--- src/rtl/prog_loader_pkg.sv ---
// Shared types and defaults for the boot-time program loader.
// Imported by the loader top and its byte assembler.
package prog_loader_pkg;

  localparam int addr_p           = 12;
  localparam int loader_timeout_p = 1024;

  typedef enum logic [2:0] {
    LD_IDLE  = 3'd0,
    LD_LEN   = 3'd1,
    LD_DATA  = 3'd2,
    LD_WRITE = 3'd3,
    LD_DONE  = 3'd4,
    LD_ERR   = 3'd5
  } t_loader_state;

  // States in which the loader takes bytes from the stream.
  function automatic logic is_stream(input t_loader_state s);
    return (s == LD_LEN) || (s == LD_DATA);
  endfunction

  function automatic logic is_idle_like(input t_loader_state s);
    return (s == LD_IDLE) || (s == LD_DONE) || (s == LD_ERR);
  endfunction

endpackage

--- src/rtl/prog_loader_byte_asm.sv ---
// Packs four accepted stream bytes into a little-endian word.
// word_valid_o pulses combinationally with the fourth byte.
module prog_loader_byte_asm (
  input  logic        clk_i,
  input  logic        rstn_i,
  input  logic        clear_i,
  input  logic        byte_en_i,
  input  logic [7:0]  byte_i,
  output logic [31:0] word_o,
  output logic        word_valid_o
);

  logic [1:0]  cnt_q;
  logic [23:0] shift_q;

  always_ff @(posedge clk_i or negedge rstn_i) begin
    if (!rstn_i) begin
      cnt_q   <= '0;
      shift_q <= '0;
    end else if (clear_i) begin
      cnt_q   <= '0;
      shift_q <= '0;
    end else if (byte_en_i) begin
      cnt_q   <= cnt_q + 2'd1;
      shift_q <= {byte_i, shift_q[23:8]};
    end
  end

  // The last byte is the MSB; the first three sit in shift_q.
  assign word_o       = {byte_i, shift_q};
  assign word_valid_o = byte_en_i && (cnt_q == 2'd3);

endmodule

--- src/rtl/prog_loader.sv ---
// Boot loader: streams a length-prefixed program into memory,
// holding the core in reset until the image is complete.
module prog_loader
  import prog_loader_pkg::*;
#(
  parameter int ADDR_W         = addr_p,
  parameter int TIMEOUT_CYCLES = loader_timeout_p
) (
  input  logic              clk_i,
  input  logic              rstn_i,
  input  logic              start_i,
  input  logic [7:0]        byte_i,
  input  logic              byte_valid_i,
  output logic              byte_ready_o,
  output logic [ADDR_W-1:0] mem_addr_o,
  output logic              mem_wr_en_o,
  output logic [31:0]       mem_data_o,
  output logic              busy_o,
  output logic              done_o,
  output logic              err_o,
  output logic              core_rstn_o,
  output logic [ADDR_W:0]   words_written_o
);

  localparam int TO_W = $clog2(TIMEOUT_CYCLES + 1);
  localparam logic [TO_W-1:0] TO_LAST =
    TO_W'(TIMEOUT_CYCLES - 1);
  localparam logic [32:0] MEM_WORDS = 33'd1 << ADDR_W;

  t_loader_state   state_q;
  t_loader_state   state_d;
  logic [31:0]     len_q;
  logic [TO_W-1:0] idle_q;
  logic            accept;
  logic            restart;
  logic            timed_out;
  logic [31:0]     word;
  logic            word_valid;
  logic [32:0]     wr_count;

  assign accept    = byte_valid_i & byte_ready_o;
  assign restart   = start_i & is_idle_like(state_q);
  assign timed_out = !accept && (idle_q == TO_LAST);
  assign wr_count  = 33'(words_written_o) + 33'd1;

  prog_loader_byte_asm u_asm (
    .clk_i        (clk_i),
    .rstn_i       (rstn_i),
    .clear_i      (restart),
    .byte_en_i    (accept),
    .byte_i       (byte_i),
    .word_o       (word),
    .word_valid_o (word_valid)
  );

  always_comb begin
    state_d = state_q;
    unique case (state_q)
      LD_IDLE, LD_DONE, LD_ERR: begin
        if (start_i) state_d = LD_LEN;
      end
      LD_LEN: begin
        if (word_valid) begin
          unique case (1'b1)
            (word == 32'd0):
              state_d = LD_DONE;
            ({1'b0, word} > MEM_WORDS):
              state_d = LD_ERR;
            default:
              state_d = LD_DATA;
          endcase
        end else if (timed_out) begin
          state_d = LD_ERR;
        end
      end
      LD_DATA: begin
        if (word_valid)     state_d = LD_WRITE;
        else if (timed_out) state_d = LD_ERR;
      end
      LD_WRITE: begin
        if (wr_count == {1'b0, len_q}) state_d = LD_DONE;
        else                           state_d = LD_DATA;
      end
      default: state_d = LD_IDLE;
    endcase
  end

  // Status outputs are registered images of the next state.
  always_ff @(posedge clk_i or negedge rstn_i) begin
    if (!rstn_i) begin
      state_q      <= LD_IDLE;
      byte_ready_o <= 1'b0;
      busy_o       <= 1'b0;
      done_o       <= 1'b0;
      err_o        <= 1'b0;
      core_rstn_o  <= 1'b0;
      mem_wr_en_o  <= 1'b0;
    end else begin
      state_q      <= state_d;
      byte_ready_o <= is_stream(state_d);
      busy_o       <= is_stream(state_d) ||
                      (state_d == LD_WRITE);
      done_o       <= state_d == LD_DONE;
      err_o        <= state_d == LD_ERR;
      core_rstn_o  <= state_d == LD_DONE;
      mem_wr_en_o  <= state_d == LD_WRITE;
    end
  end

  always_ff @(posedge clk_i or negedge rstn_i) begin
    if (!rstn_i) begin
      len_q           <= '0;
      words_written_o <= '0;
    end else if (restart) begin
      len_q           <= '0;
      words_written_o <= '0;
    end else if (state_q == LD_LEN && word_valid) begin
      len_q <= word;
    end else if (state_q == LD_WRITE) begin
      words_written_o <= words_written_o + (ADDR_W+1)'(1);
    end
  end

  always_ff @(posedge clk_i or negedge rstn_i) begin
    if (!rstn_i) begin
      mem_addr_o <= '0;
      mem_data_o <= '0;
    end else if (state_q == LD_DATA && word_valid) begin
      mem_addr_o <= words_written_o[ADDR_W-1:0];
      mem_data_o <= word;
    end
  end

  // Idle-cycle counter; restarts on every byte and state change.
  always_ff @(posedge clk_i or negedge rstn_i) begin
    if (!rstn_i) begin
      idle_q <= '0;
    end else if (accept || (state_d != state_q)) begin
      idle_q <= '0;
    end else if (is_stream(state_q)) begin
      idle_q <= idle_q + TO_W'(1);
    end
  end

endmodule

--- config.mk ---
export PLATFORM = sky130hd
export DESIGN_NAME = prog_loader
export DESIGN_NICKNAME = d
export VERILOG_FILES = /design/src/rtl/prog_loader_pkg.sv /design/src/rtl/prog_loader_byte_asm.sv /design/src/rtl/prog_loader.sv
export SDC_FILE = /design/constraint.sdc
export NUM_CORES = 1
export LEC_CHECK = 0
export BUFFER_PORTS_ARGS = -buffer_cell sky130_fd_sc_hd__buf_4
export CORE_AREA = 2 2 150 152
export CTS_CLUSTER_DIAMETER = 30
export DETAILED_ROUTE_END_ITERATION = 6
export DIE_AREA = 0 0 152 154
export PLACE_DENSITY = 0.49
export SKIP_CTS_REPAIR_TIMING = 1
export SKIP_LAST_GASP = 1
export SLEW_MARGIN = 30
export SYNTH_ARGS = -nofsm -noshare
export SYNTH_HDL_FRONTEND = slang
export SYNTH_HIERARCHICAL = 1
export SYNTH_SLANG_ARGS = --single-unit
--- constraint.sdc ---
create_clock -name clk_i -period 3.6 [get_ports clk_i]
set_input_delay 0.36 -clock clk_i [delete_from_list [all_inputs] [get_ports clk_i]]
set_output_delay 0.36 -clock clk_i [all_outputs]
set_load 0.03 [all_outputs]
==> metrics.md <==
| Metric | Value |
|---|---|
| Run status | finished, final reports clean |
| Worst setup path category | reg2reg |
| Total die area | 23,400 um2 |
| Fin Setup TNS | 0 ns |
| FF-to-FF setup slack | 0.52 ns |
| Starting density of the core | 29.8% |
| Register area | 3350 um2 |
| Antenna Cells | 0 |
| Unique masters post-synth | 61 |
| Routed len/inst | 17.8 um |
| R2R Path Start | words_written_o[0] |
| Worst Setup SP | words_written_o[0] |
| Synth area leaders | dfrtp_1, mux2_1, mux2i_1 |
| Crit path max-delay cell type | o21ai_2 |
| Yosys reg bits | 134 |
| Minimum clock period | 3.08 ns |
| Share of the synthesized area in the top cell type | 51.8% |
| Post-synth EDFFs | 0 |
| Final core utilization | 35.8% |
| Crit-path leading delay family | compound AO/OA/AOI/OAI gates |
| Detailed placement HPWL | 11,200 um |
| Critical path buffers and inverters | 0 |
| Post-Route WL | 16,200 um |
| Synth-to-layout area growth | 20.0% |
| H-tree depth | 4 |
| CTS buffer count | 17 |
| Mapped Area | 6470 um2 |
| Nets | 635 |
| Die height | 154 um |
| Site Rows | 54 |
| Slew Limit Fails | 0 |
| Unrepaired setup endpoints after global routing | false |
| Worst setup SP type | flop |
| Gpl congestion | 0.820 |
| Clk_lat worst skew | 0.42 ns |
| Fraction of registers with async set/reset | 100% |
| Max-Cap Viols | 0 |
| Fill count | 2,105 |
| Initial antenna violation count | 0 |
| Syn Nets | 575 |
| Crit-path cells | ha_1 -> and4_4 -> nand4_1 -> xnor2_1 -> nor4bb_4 -> o2111ai_4 -> o21ai_2 -> a211oi_1 |
| RR Endpoint | idle_q[0] |
| Worst EP arrival | 3.33 ns |
| Largest family of logic cells by synthesized area | simple AND/OR/NAND/NOR gates |
| Hold Crit Class | in2async |
| Worst R2R Path Depth | 8 |
| Gr ovfl total | 0 |
| Synth area leader | dfrtp_1 |
| Standby leakage power | 0.00369 uW |
| Total power | 5470 uW |
| Final Hold Fails | 0 |
| # IOs | 75 |
| Xor/xnor cell area share of the yosys netlist | 3.79% |
| Worst-path clk slew | 0.06 ns |
| YS warnings | 6 |
| PD cells | 705 nW/um2 |
| Mean Syn Cell Area | 11.6 um2 |
| Setup Viol. Count Final | 0 |
| Post-synthesis adder-cell area fraction | 0.580% |
| VDD IR max | 0.000364 V |
| Vias in the first global route | 4,723 |
| Worst Path Max Fanout | 11 |
| Largest net degree at the start of global routing | 100 |
| Die X | 152 um |
| First-pass GRT wire length | 26,900 um |
| Drt initial violations | 246 |
| Setup crit end kind | flop |
| Commonest non-fill, non-tap cell in the layout | dfrtp_1 |
| Buffers on Ports | 74 |
| CTS sink cnt | 134 |
| Worst EP required | 3.85 ns |
| Worst-margin pin slew | 0.779 ns |
| Vias per cell | 5.00 |
| Skew final | 0.00921 ns |
| Post-route insts no fill | 913 |
| Gr usage total | 14.5% |
| Simple-gate portion of the synthesized area | 14.9% |
| Fin crit share | 85.5% |
| Core footprint | 21,700 um2 |
| Synth Instances | 560 |
| DRT Pass-1 Iters | 6 |
| Placed Instances | 881 |
| Max stage delay on crit path | 0.60 ns |
| CTS Buffer Depth | 2 |
| Multi-input gate area | 2780 um2 |
| Routed Antenna Nets | 0 |
| Commonest non-fill, non-tap cells in the layout | dfrtp_1, buf_4, nand2_1 |
| Post-synthesis sequential area ratio | 51.8% |
| Min Hold Slack | 0.0256 ns |
| Clock Root Buffer | clkbuf_16 |
| DRC | 0 |
| CTS tree | done |
| Post-synthesis compound-gate area fraction | 11.4% |
| Mux contribution to synthesized area | 12.3% |
| Most used DFF post-synth | dfrtp_1 |
| FMAX | 325 MHz |
| Share of cells above drive strength 1 | 22.3% |
| DR vias | 4,561 |
| Max_slew headroom | 48.1% |
==> registers in the layout, indices dropped and copies added, names as in the netlist <==
name             count
busy_o               1
byte_ready_o         1
core_rstn_o          1
err_o                1
idle_q              11
len_q               32
mem_addr_o          12
mem_data_o          32
mem_wr_en_o          1
state_q              3
u_asm/cnt_q          2
u_asm/shift_q       24
words_written_o     13
==> area by class of cell <==
cell class	count	share of cell area (%)
clock buffer	24	6.46
clock inverter	8	1.53
inverter	11	0.532
multi-input combinational	375	35.9
sequential	134	43.2
tap	280	4.51
timing repair buffer	81	7.91
==> metrics by stage <==
step	setup WS (ns)	cell area, um2
after floorplan	0.799	6470
after global placement	0.504	7140
after detailed placement	0.466	7140
after CTS	0.458	7760
after global routing	0.215	7760
final	0.520	7760
==> cell usage after synthesis, types with 4 or more instances <==
| cell | number |
|---|---|
| a22o_1 | 24 |
| or3_1 | 6 |
| nand2_1 | 48 |
| nand4_1 | 10 |
| mux2i_1 | 30 |
| buf_4 | 12 |
| inv_1 | 10 |
| a21oi_1 | 20 |
| buf_6 | 8 |
| dfrtp_1 | 134 |
| and2_1 | 9 |
| clkbuf_1 | 13 |
| o21ai_0 | 14 |
| xor2_1 | 17 |
| nor4_1 | 17 |
| mux2_1 | 44 |
| and4_1 | 5 |
| nor2_1 | 45 |
| nand3_1 | 10 |
| buf_2 | 5 |
| xnor2_1 | 11 |
| nand2b_1 | 4 |
| a211oi_2 | 10 |
==> worst max-delay path by stage <==
stage | slack (ns) | end | cells past startpoint
2_1_floorplan | 0.80 | mem_addr_o[0] | 12
6_report | 0.52 | idle_q[0] | 8
5_1_grt | 0.22 | idle_q[0] | 8
3_5_place_dp | 0.47 | idle_q[0] | 8
4_1_cts | 0.46 | idle_q[0] | 8
3_3_place_gp | 0.50 | idle_q[0] | 8
==> cells by family (layout without fill, tap and decap cells) <==
group,count (synthesis),count (layout)
AOI/OAI and AO/OA,93,93
xor gates and xnor gates,28,28
adders and majority gates,3,3
buffers and inverters,51,124
DFF,134,134
muxes,74,74
and+or+nand+nor,177,177
==> worst reg2reg max path, delay by kind of cell (launching register included) <==
family,cells,cell delay (ns)
flops,1,0.51
fa+ha+maj,1,0.34
simple gates,3,0.86
xor+xnor,1,0.22
compound gates,3,0.99
==> routing by layer <==
layer / global-route usage, % / vias to the layer above / share of wire (%)
met5: 0 / - / 0
met3: 2.85 / 13 / 3.4
met2: 22.5 / 87 / 47
met1: 20.5 / 2320 / 48
met4: 4.94 / 0 / 1.1
li1: - / 2141 / -
==> report_power, final <==
| part | internal [uW] | switching (uW) | leakage [uW] | total, uW |
|---|---|---|---|---|
| sequential | 1840 | 453 | 0.00178 | 2290 |
| combinational | 587 | 783 | 0.00160 | 1370 |
| clock | 1180 | 634 | 0.000310 | 1810 |
No activity file was read; power rests on OpenSTA's default activity.
